**src/rtl/conv_seq_pkg.sv**
```systemverilog
// Shared types for the convolution loop sequencer: FSM state encoding,
// the latched layer configuration, and the config legality check.
package conv_seq_pkg;

  localparam int CFG_W              = 16;
  localparam int MAX_KERNEL_DEFAULT = 7;

  typedef enum logic [1:0] {
    ST_IDLE = 2'd0,
    ST_RUN  = 2'd1,
    ST_HOLD = 2'd2,
    ST_DONE = 2'd3
  } seq_state_e;

  typedef struct packed {
    logic [CFG_W-1:0] width;
    logic [CFG_W-1:0] height;
    logic [CFG_W-1:0] cin;
    logic [CFG_W-1:0] cout;
    logic [CFG_W-1:0] kernel;
  } cfg_t;

  // A layer is runnable only if every dimension is non-zero and the kernel fits.
  function automatic logic cfg_is_valid(cfg_t c, int max_kernel);
    return !(c.width == '0 || c.height == '0 || c.cin == '0 ||
             c.cout == '0 || c.kernel == '0 || int'(c.kernel) > max_kernel);
  endfunction

endpackage

```
**src/rtl/loop_counter.sv**
```systemverilog
// One nested-loop counter: advances on enable and wraps to 0 after limit-1.
module loop_counter #(
  parameter int W = 16
) (
  input  logic         clk,
  input  logic         arst_n_in,
  input  logic         clear,
  input  logic         enable,
  input  logic [W-1:0] limit,
  output logic [W-1:0] count,
  output logic         last
);

  assign last = (count == limit - W'(1));

  always_ff @(posedge clk or negedge arst_n_in) begin
    if (!arst_n_in) begin
      count <= '0;
    end else if (clear) begin
      count <= '0;
    end else if (enable) begin
      count <= last ? '0 : count + W'(1);
    end
  end

endmodule

```
**src/rtl/conv_loop_sequencer.sv**
```systemverilog
// Convolution loop sequencer: walks x, y, ch_in, ch_out, k_v, k_h and drives MAC,
// partial-sum memory and output handshake. Optional CONV_SEQ_PERF_CNT_EN adds perf counters.
module conv_loop_sequencer
  import conv_seq_pkg::*;
#(
  parameter int CNT_W              = CFG_W,
  parameter int LOG2_OF_MEM_HEIGHT = 20,
  parameter int MAX_KERNEL         = MAX_KERNEL_DEFAULT
) (
  input  logic                          clk,
  input  logic                          arst_n_in,
  input  logic                          start,
  input  logic [CNT_W-1:0]              cfg_width,
  input  logic [CNT_W-1:0]              cfg_height,
  input  logic [CNT_W-1:0]              cfg_cin,
  input  logic [CNT_W-1:0]              cfg_cout,
  input  logic [CNT_W-1:0]              cfg_kernel,
  output logic                          running,
  output logic                          cfg_error,
  input  logic                          a_valid,
  input  logic                          b_valid,
  output logic                          a_ready,
  output logic                          b_ready,
  output logic                          mac_valid,
  output logic                          mac_accumulate_internal,
  output logic                          mac_accumulate_with_0,
  output logic                          mem_re,
  output logic                          mem_we,
  output logic [LOG2_OF_MEM_HEIGHT-1:0] mem_read_addr,
  output logic [LOG2_OF_MEM_HEIGHT-1:0] mem_write_addr,
  output logic                          output_valid,
  input  logic                          output_ready,
  output logic [CNT_W-1:0]              output_x,
  output logic [CNT_W-1:0]              output_y,
  output logic [CNT_W-1:0]              output_ch,
  output logic                          done
`ifdef CONV_SEQ_PERF_CNT_EN
  ,
  output logic [31:0]                   perf_cycles,
  output logic [31:0]                   perf_stalls
`endif
);

  localparam logic [1:0] IDLE = ST_IDLE;
  localparam logic [1:0] RUN  = ST_RUN;
  localparam logic [1:0] HOLD = ST_HOLD;
  localparam logic [1:0] DONE = ST_DONE;

  logic [1:0] state, state_nxt;
  cfg_t       cfg_req, cfg_q;
  logic       cfg_ok, start_ok;
  logic       beat, out_blocked, last_issued, kernel_first;
  logic       en_kh, en_kv, en_co, en_ci, en_y, en_x;
  logic       kh_last, kv_last, co_last, ci_last, y_last, x_last;
  logic       layer_end, out_beat, out_accept;
  logic [CNT_W-1:0] x_cnt, y_cnt, ci_cnt, co_cnt, kv_cnt, kh_cnt;

  assign cfg_req.width  = CFG_W'(cfg_width);
  assign cfg_req.height = CFG_W'(cfg_height);
  assign cfg_req.cin    = CFG_W'(cfg_cin);
  assign cfg_req.cout   = CFG_W'(cfg_cout);
  assign cfg_req.kernel = CFG_W'(cfg_kernel);

  assign cfg_ok   = cfg_is_valid(cfg_req, MAX_KERNEL);
  assign start_ok = (state == IDLE) && start && cfg_ok;

  // Operands are refused once the last beat of the layer has been issued,
  // so surplus valid operands cannot start a phantom second pass.
  assign out_blocked = output_valid && !output_ready;
  assign a_ready     = (state == RUN) && !last_issued && !out_blocked;
  assign b_ready     = a_ready;
  assign beat        = a_valid && b_valid && a_ready && b_ready;
  assign out_accept  = output_valid && output_ready;

  assign en_kh     = beat;
  assign en_kv     = en_kh && kh_last;
  assign en_co     = en_kv && kv_last;
  assign en_ci     = en_co && co_last;
  assign en_y      = en_ci && ci_last;
  assign en_x      = en_y && y_last;
  assign layer_end = en_x && x_last;
  assign out_beat  = en_co && ci_last;

  loop_counter #(.W(CNT_W)) u_cnt_x (
    .clk(clk), .arst_n_in(arst_n_in), .clear(start_ok), .enable(en_x),
    .limit(CNT_W'(cfg_q.width)), .count(x_cnt), .last(x_last));
  loop_counter #(.W(CNT_W)) u_cnt_y (
    .clk(clk), .arst_n_in(arst_n_in), .clear(start_ok), .enable(en_y),
    .limit(CNT_W'(cfg_q.height)), .count(y_cnt), .last(y_last));
  loop_counter #(.W(CNT_W)) u_cnt_ci (
    .clk(clk), .arst_n_in(arst_n_in), .clear(start_ok), .enable(en_ci),
    .limit(CNT_W'(cfg_q.cin)), .count(ci_cnt), .last(ci_last));
  loop_counter #(.W(CNT_W)) u_cnt_co (
    .clk(clk), .arst_n_in(arst_n_in), .clear(start_ok), .enable(en_co),
    .limit(CNT_W'(cfg_q.cout)), .count(co_cnt), .last(co_last));
  loop_counter #(.W(CNT_W)) u_cnt_kv (
    .clk(clk), .arst_n_in(arst_n_in), .clear(start_ok), .enable(en_kv),
    .limit(CNT_W'(cfg_q.kernel)), .count(kv_cnt), .last(kv_last));
  loop_counter #(.W(CNT_W)) u_cnt_kh (
    .clk(clk), .arst_n_in(arst_n_in), .clear(start_ok), .enable(en_kh),
    .limit(CNT_W'(cfg_q.kernel)), .count(kh_cnt), .last(kh_last));

  assign kernel_first            = (kv_cnt == '0) && (kh_cnt == '0);
  assign mac_valid               = beat;
  assign mac_accumulate_internal = beat && !kernel_first;
  assign mac_accumulate_with_0   = beat && kernel_first && (ci_cnt == '0);
  assign mem_re                  = beat && kernel_first && (ci_cnt != '0);
  assign mem_read_addr           = mem_re ? LOG2_OF_MEM_HEIGHT'(co_cnt) : '0;

  assign running = (state != IDLE);
  assign done    = (state == DONE);

  always_comb begin
    state_nxt = state;
    case (state)
      IDLE: if (start_ok) state_nxt = RUN;
      RUN: begin
        if (out_accept && last_issued) state_nxt = DONE;
        else if (out_blocked)          state_nxt = HOLD;
      end
      HOLD: if (output_ready) state_nxt = last_issued ? DONE : RUN;
      default: state_nxt = IDLE;
    endcase
  end

  always_ff @(posedge clk or negedge arst_n_in) begin
    if (!arst_n_in) begin
      state       <= IDLE;
      cfg_q       <= '0;
      cfg_error   <= 1'b0;
      last_issued <= 1'b0;
    end else begin
      state     <= state_nxt;
      cfg_error <= (state == IDLE) && start && !cfg_ok;
      if (start_ok) cfg_q <= cfg_req;
      if (start_ok || state == DONE) last_issued <= 1'b0;
      else if (layer_end)            last_issued <= 1'b1;
    end
  end

  // A new final-kernel beat can only fire when no output is stuck, so loading
  // takes priority over the clear of an output accepted in the same cycle.
  always_ff @(posedge clk or negedge arst_n_in) begin
    if (!arst_n_in) begin
      output_valid   <= 1'b0;
      output_x       <= '0;
      output_y       <= '0;
      output_ch      <= '0;
      mem_we         <= 1'b0;
      mem_write_addr <= '0;
    end else begin
      mem_we <= en_co;
      if (en_co) mem_write_addr <= LOG2_OF_MEM_HEIGHT'(co_cnt);
      if (out_beat) begin
        output_valid <= 1'b1;
        output_x     <= x_cnt;
        output_y     <= y_cnt;
        output_ch    <= co_cnt;
      end else if (out_accept) begin
        output_valid <= 1'b0;
      end
    end
  end

`ifdef CONV_SEQ_PERF_CNT_EN
  logic active;
  assign active = (state == RUN) || (state == HOLD);

  always_ff @(posedge clk or negedge arst_n_in) begin
    if (!arst_n_in) begin
      perf_cycles <= '0;
      perf_stalls <= '0;
    end else if (start_ok) begin
      perf_cycles <= '0;
      perf_stalls <= '0;
    end else if (active) begin
      if (perf_cycles != '1)         perf_cycles <= perf_cycles + 32'd1;
      if (!beat && perf_stalls != '1) perf_stalls <= perf_stalls + 32'd1;
    end
  end
`endif

endmodule
```
**config.mk**
```make
export PLATFORM = sky130hd
export DESIGN_NAME = conv_loop_sequencer
export DESIGN_NICKNAME = d
export VERILOG_FILES = /design/src/rtl/conv_seq_pkg.sv /design/src/rtl/loop_counter.sv /design/src/rtl/conv_loop_sequencer.sv
export SDC_FILE = /design/constraint.sdc
export NUM_CORES = 1
export LEC_CHECK = 0
export ABC_AREA = 1
export BUFFER_PORTS_ARGS = -buffer_cell sky130_fd_sc_hd__buf_2
export CORE_MARGIN = 2
export CORE_UTILIZATION = 64
export CTS_BUF_LIST = sky130_fd_sc_hd__clkbuf_8 sky130_fd_sc_hd__clkbuf_16
export CTS_CLUSTER_DIAMETER = 50
export DETAILED_ROUTE_END_ITERATION = 12
export HOLD_SLACK_MARGIN = 0.1
export PLACE_DENSITY = 0.86
export SLEW_MARGIN = 10
export SYNTH_ARGS = -nofsm -noshare
export SYNTH_HDL_FRONTEND = slang
export SYNTH_SLANG_ARGS = --single-unit
export TNS_END_PERCENT = 100
```
**constraint.sdc**
```tcl
create_clock -name clk -period 5 [get_ports clk]
set_clock_uncertainty 0.2 [all_clocks]
set_input_delay 1.25 -clock clk [delete_from_list [all_inputs] [get_ports clk]]
set_output_delay 1.25 -clock clk [all_outputs]
set_load 0.02 [all_outputs]
```
==> impl_metrics.json, run 1 <==
{
  "drc_errors": 0,
  "cts_setup_buffers": 0,
  "io_buffers": 176,
  "io_pins": 185,
  "place_ws_ns": 0.232,
  "vias": 15269,
  "slew_headroom_pct": 31.9,
  "arrival_ns": 3.38,
  "critPathMaxStageDelay_ns": 0.36,
  "async_flop_share_pct": 100,
  "ys_seq_area_share_pct": 39.3,
  "cts_tree": "done",
  "cts-buffers-inserted": 34,
  "antenna_left": 0,
  "cts_sinks": 246,
  "gp_congestion": 0.963,
  "end_kind": "primary output",
  "routed_wl_um": 43100,
  "synth_edf_count": 0,
  "synth-main-ff-cell": "dfrtp_1",
  "ys_warn_count": 0,
  "firstDrtPassIters": 6,
  "syn_area_mm2": 0.0157,
  "clk_latency_ns": 0.53,
  "slowest_stage": "inv_1",
  "cts_max_level": 2,
  "antenna_found_initial": 2,
  "final.period_utilization_pct": 96.7,
  "yosysUniqueCellTypes": 46,
  "path_max_fanout": 16,
  "setup_viol": 0,
  "clk_path_buf_depth": 3,
  "total_power_uw": 4980,
  "cp-start-kind": "input port",
  "drtIter0Drc": 1437,
  "max_freq_ghz": 0.207,
  "grt_pass1_vias": 14666,
  "maxCapViolCount": 0,
  "nets": 2440,
  "rows": 57,
  "dieArea_mm2": 0.0258,
  "dieWidth_um": 161,
  "synth_top_area_cell": "dfrtp_1",
  "grt_pass1_wl_um": 70700,
  "dp_hpwl_um": 30800,
  "layout.cells.non_filler": 2688,
  "ir_drop_mv": 0.275,
  "synth-seq-cells": 246,
  "critical_path_class": "in -> out",
  "clk_pin_slew_ns": 0.05,
  "synth.area.top_cells": "dfrtp_1 (39%), nand2_1 (14%), nand3_1 (6.6%)",
  "area_growth_pct": 13.9,
  "post-place-cells": 2628,
  "hold_class": "reg -> reg",
  "cpLargestDelayFamily": "simple AND/OR/NAND/NOR gates",
  "period_minus_slack_ns": 4.83,
  "avgSynthCellArea_um2": 7.17,
  "grt.overflow.total": 0,
  "routedWlPerCell_um": 16.0,
  "rsz0062_at_grt": "no",
  "core_region_area_mm2": 0.0242,
  "cts_resized": 0,
  "report.final.slew_viol_count": 0,
  "path_common_cell": "nor2_1",
  "netlist_instances": 2188,
  "cts_hold_buf": 0,
  "finalWorstSetupSlack_ns": 0.167,
  "hold_viol_final": 0,
  "drive_gt1_share_pct": 13.4,
  "start_util_pct": 64.9,
  "yosysTopAreaCellShare_pct": 39.3,
  "die_y_um": 161,
  "cp.required_ns": 3.55,
  "cp_num_buf_inv": 6,
  "worst_slew_pin_slew_ns": 1.02,
  "final_common_cell": "nand2_1",
  "powerDensity_mw_per_mm2": 279,
  "finalSetupTns_ns": 0,
  "crit_path_cell_trace": "buf_2 -> nor2_1 -> inv_1 -> nand2_1 -> nor2_1 -> nand3_1 -> clkinv_1 -> buf_4 -> nand2_1 -> nor2_1 -> inv_1 -> nor2_1 -> buf_2",
  "layout_common_cells": "nand2_1 (575), nor2_1 (256), inv_1 (251), dfrtp_1 (246), nand3_1 (206)",
  "grtUsageTotal_pct": 33.4,
  "grt_start_max_net_pins": 109,
  "leakage_uw": 0.00958,
  "status": "complete, no violations",
  "fin_util_pct": 73.9,
  "vias_per_cell": 5.68,
  "cts_root_buffer": "clkbuf_16"
}
==> layout make-up <==
type                            count  area, µm²
Tap cell                          324        405
Clock inverter                     21        204
Timing Repair Buffer              187       1040
Clock buffer                       38        917
Antenna cell                        1       2.50
Fill cell                        1877       6310
Inverter                          249        936
Multi-Input combinational cell   1622       8210
Sequential cell                   246       6160
==> tightest hold or removal path, stage by stage (launching register included) <==
cell     delay (ns)
dfrtp_1        0.34
nand2_1        0.06
o21ai_2        0.05
==> logic make-up (layout without fill, tap and decap cells) <==
kind of cell	Yosys count	count (layout)	share of synthesized area (%)
simple gates	1254	1254	35.8
buf+inv	327	495	8.67
flops	246	246	39.3
compound gates	199	199	6.92
xor+xnor	147	147	8.21
fa+ha+maj	14	14	1.12
other cells	1	9	0.0239
==> per-stage QoR <==
| stage | instance area (µm²) | hold slack, ns |
|---|---|---|
| CTS | 17900 | 0.278 |
| finish | 17900 | 0.277 |
| detailed placement | 16700 | 0.264 |
| global placement | 16700 | 0.255 |
| floorplan | 15700 | 0.268 |
| global route | 17900 | 0.298 |
==> worst paths after layout <==
kind	to	slack (ns)	startpoint	depth (start not counted)
setup / recovery	mem_read_addr[13]	0.17	output_ready	13
min in group asynchronous	cfg_q[8]	0.59	arst_n_in	1
max in group asynchronous	cfg_q[50]	3.15	arst_n_in	2
hold / removal	output_x[5]	0.28	output_x[5]	2
hold reg to reg	output_x[5]	0.28	output_x[5]	2
setup reg to reg	output_ch[1]	0.96	cfg_q[0]	14
==> power by group <==
group | switching, µW | total [µW] | internal [µW] | leakage [µW]
Clock | 935 | 2420 | 1480 | 0.000570
Sequential | 64.9 | 2100 | 2040 | 0.00299
Combinational | 304 | 460 | 155 | 0.00602
==> sequential cells by signal (all words and copies together) (netlist names), 2 cells and up <==
name,count
cfg_q,80
mem_write_addr,16
output_ch,16
output_x,16
output_y,16
u_cnt_ci.count,16
u_cnt_co.count,16
u_cnt_kh.count,16
u_cnt_kv.count,16
u_cnt_x.count,16
u_cnt_y.count,16
state,2
==> metal layers <==
| layer | share of wire (%) | vias to the layer above | GRT usage (%) |
|---|---|---|---|
| met5 | 0.035 | - | 0 |
| met4 | 3.5 | 2 | 14.1 |
| met3 | 6.7 | 120 | 5.27 |
| met2 | 49 | 613 | 57.1 |
| met1 | 41 | 7209 | 42.5 |
| li1 | - | 7325 | - |
==> synth_stat cells (all sizes together) (2+ instances only) <==
cell type and count:
xnor2 35, nand4 61, nor4 31, and2 3, a21oi 7, and3 4, ha 14, nand3 220
nor3b 5, o211ai 2, clkbuf 43, o21ai 178, nand3b 12, nor2 272, inv 248, nand2 588
or2 11, xor2 112, nor3 46, dfrtp 246, buf 35, o22ai 7
Power figures use the tool's default switching activity.
==> inputs of run 2 (changes only) <==
--- a/config.mk
+++ b/config.mk
@@ -8,12 +8,12 @@
 export ABC_AREA = 1
 export BUFFER_PORTS_ARGS = -buffer_cell sky130_fd_sc_hd__buf_2
 export CORE_MARGIN = 2
-export CORE_UTILIZATION = 64
+export CORE_UTILIZATION = 54
 export CTS_BUF_LIST = sky130_fd_sc_hd__clkbuf_8 sky130_fd_sc_hd__clkbuf_16
 export CTS_CLUSTER_DIAMETER = 50
 export DETAILED_ROUTE_END_ITERATION = 12
 export HOLD_SLACK_MARGIN = 0.1
-export PLACE_DENSITY = 0.86
+export PLACE_DENSITY = 0.78
 export SLEW_MARGIN = 10
 export SYNTH_ARGS = -nofsm -noshare
 export SYNTH_HDL_FRONTEND = slang
==> constraint.sdc (replaced) <==
create_clock -name clk -period 4.4 [get_ports clk]
set_clock_uncertainty 0.2 [all_clocks]
set_input_delay 1.1 -clock clk [delete_from_list [all_inputs] [get_ports clk]]
set_output_delay 1.1 -clock clk [all_outputs]
set_load 0.02 [all_outputs]
==> run 2 against run 1 <==
Largest power group unchanged. Largest cell class unchanged. Sequential power up 13%. Routed wire length is 0.64% higher. Global-route usage shrank 4.6 points. Register-to-register slack worse by 0.43 ns. First-iteration DRC count decreased by 16%. Design area increased by 1.2%. Worst hold slack worse by 0.0050 ns. Via count down 1.0%. Sequential cell count unchanged. Total power increased by 15%. Critical endpoint is now mem_read_addr[3]. Die area grew 18%.
==> impl_metrics.json, run 2 (synthesis gave the netlist of run 1 again) <==
{
  "status": "complete, no violations",
  "dp_hpwl_um": 32300,
  "io_pins": 185,
  "gp_congestion": 1.04,
  "cts-buffers-inserted": 34,
  "cts_root_buffer": "clkbuf_16",
  "cts_tree": "done",
  "vias": 15116,
  "largest_reg_flops": 80,
  "grt_pass1_wl_um": 71900,
  "clk_pin_slew_ns": 0.05,
  "area_growth_pct": 15.2,
  "ir_drop_mv": 0.326,
  "drive_gt1_share_pct": 14.0,
  "layout_common_cells": "nand2_1 (575), nor2_1 (254), inv_1 (250), dfrtp_1 (246), nand3_1 (206)",
  "multi_input_area_mm2": 0.00821,
  "p_sw_uw": 1480,
  "grt.overflow.total": 0,
  "max_freq_ghz": 0.249,
  "maxCapViolCount": 0,
  "dieWidth_um": 174,
  "leakage_uw": 0.00966,
  "setup_viol": 0,
  "clkPwrFrac_pct": 48.9,
  "worst_slew_pin_slew_ns": 0.831,
  "grt_start_max_net_pins": 78,
  "end_kind": "primary output",
  "critical_path_class": "reg -> out",
  "firstDrtPassIters": 8,
  "final.period_utilization_pct": 91.4,
  "cts_sinks": 246,
  "routedWlPerCell_um": 15.7,
  "finalSetupTns_ns": 0,
  "vias_per_cell": 5.47,
  "hold_class": "reg -> reg",
  "drc_errors": 0,
  "routed_wl_um": 43300,
  "clk_path_buf_depth": 3,
  "cts_max_level": 2,
  "io_buffers": 176,
  "hold_viol_final": 0,
  "powerDensity_mw_per_mm2": 317,
  "arrival_ns": 2.72,
  "dpl_cell_area_mm2": 0.0169,
  "rsz0062_at_grt": "no",
  "grt_pass1_vias": 14490,
  "period_minus_slack_ns": 4.02,
  "drtIter0Drc": 1208,
  "pwr-share-comb_pct": 9.5,
  "max_flop_register": "cfg_q",
  "fin_util_pct": 63.1,
  "final_area_mm2": 0.0181,
  "rows": 62,
  "clk_latency_ns": 0.51,
  "antenna_left": 0,
  "grtUsageTotal_pct": 28.8,
  "final_common_cell": "nand2_1",
  "intPower_uw": 4240,
  "path_max_fanout": 16,
  "core_region_area_mm2": 0.0286,
  "n_fill_cell": 2634,
  "cts_hold_buf": 0,
  "cp-start-kind": "flop",
  "report.final.slew_viol_count": 0,
  "nets": 2451,
  "p_seq_share_pct": 41.6,
  "cp.required_ns": 3.10,
  "start_util_pct": 54.8,
  "antenna_found_initial": 1,
  "slew_headroom_pct": 44.1,
  "die_y_um": 174,
  "dieArea_mm2": 0.0304,
  "seqCellArea_mm2": 0.00616,
  "swShare_pct": 25.9
}
## run 2: routing by layer
| layer | track usage (%) | share of wire, % | up-vias |
|---|---|---|---|
| li1 | - | - | 7351 |
| met1 | 38.1 | 43 | 7128 |
| met2 | 47.0 | 47 | 527 |
| met3 | 4.88 | 6.7 | 110 |
| met4 | 11.7 | 3.7 | 0 |
| met5 | 0 | 0 | - |
## run 2: final timing paths
check | startpoint | depth (start not counted) | slack [ns] | endpoint
setup / recovery | u_cnt_kh.count[0] | 12 | 0.38 | mem_read_addr[3]
hold / removal | output_x[2] | 2 | 0.27 | output_x[2]
setup reg to reg | cfg_q[0] | 16 | 0.53 | output_ch[1]
hold reg to reg | output_x[2] | 2 | 0.27 | output_x[2]
max in group asynchronous | arst_n_in | 2 | 2.76 | output_y[9]
min in group asynchronous | arst_n_in | 1 | 0.33 | u_cnt_kh.count[15]
## run 2: layout make-up
| type | count | share of cell area, % |
|---|---|---|
| clock inverters | 21 | 1.08 |
| well taps | 384 | 2.66 |
| multi-input cells | 1622 | 45.4 |
| repair buffers | 198 | 6.19 |
| inverters | 249 | 5.20 |
| clock buffers | 40 | 5.35 |
| diodes | 1 | 0.0138 |
| flip-flops and latches | 246 | 34.1 |
## run 2: critical path, stage by stage, from the launching register on
cell	delay, ns
dfrtp_1	0.41
inv_1	0.14
ha_1	0.17
nand4_1	0.10
nor3_1	0.14
nand3_1	0.10
nor4_1	0.25
nand2_1	0.13
nor2_2	0.20
clkinvlp_4	0.14
buf_12	0.16
nor2_1	0.09
buf_2	0.17
## run 2: repair_timing
item | in CTS | in global routing
endpoints found under the setup margin | 0 | 16
gates resized for setup | 0 | 2
buffers inserted | 0 | 1
## run 2: power groups by stage
stage / clock network, µW / registers [µW] / logic (µW)
3_3_place_gp: 0 / 2420 / 522
5_1_grt: 2930 / 2390 / 602
2_1_floorplan: 0 / 2400 / 322
3_5_place_dp: 0 / 2420 / 531
4_1_cts: 2830 / 2380 / 537
6_report: 2800 / 2380 / 543
## run 2: through the flow
| step | total power (µW) | worst slack [ns] | instances | hold slack [ns] |
|---|---|---|---|---|
| CTS | 5750 | 0.245 | 2759 | 0.273 |
| global route | 5920 | 0.124 | 2760 | 0.284 |
| global placement | 2940 | 0.414 | 2698 | 0.248 |
| detailed placement | 2950 | 0.362 | 2698 | 0.257 |
| floorplan | 2720 | 0.00574 | 2195 | 0.268 |
| finish | 5730 | 0.380 | 2761 | 0.272 |
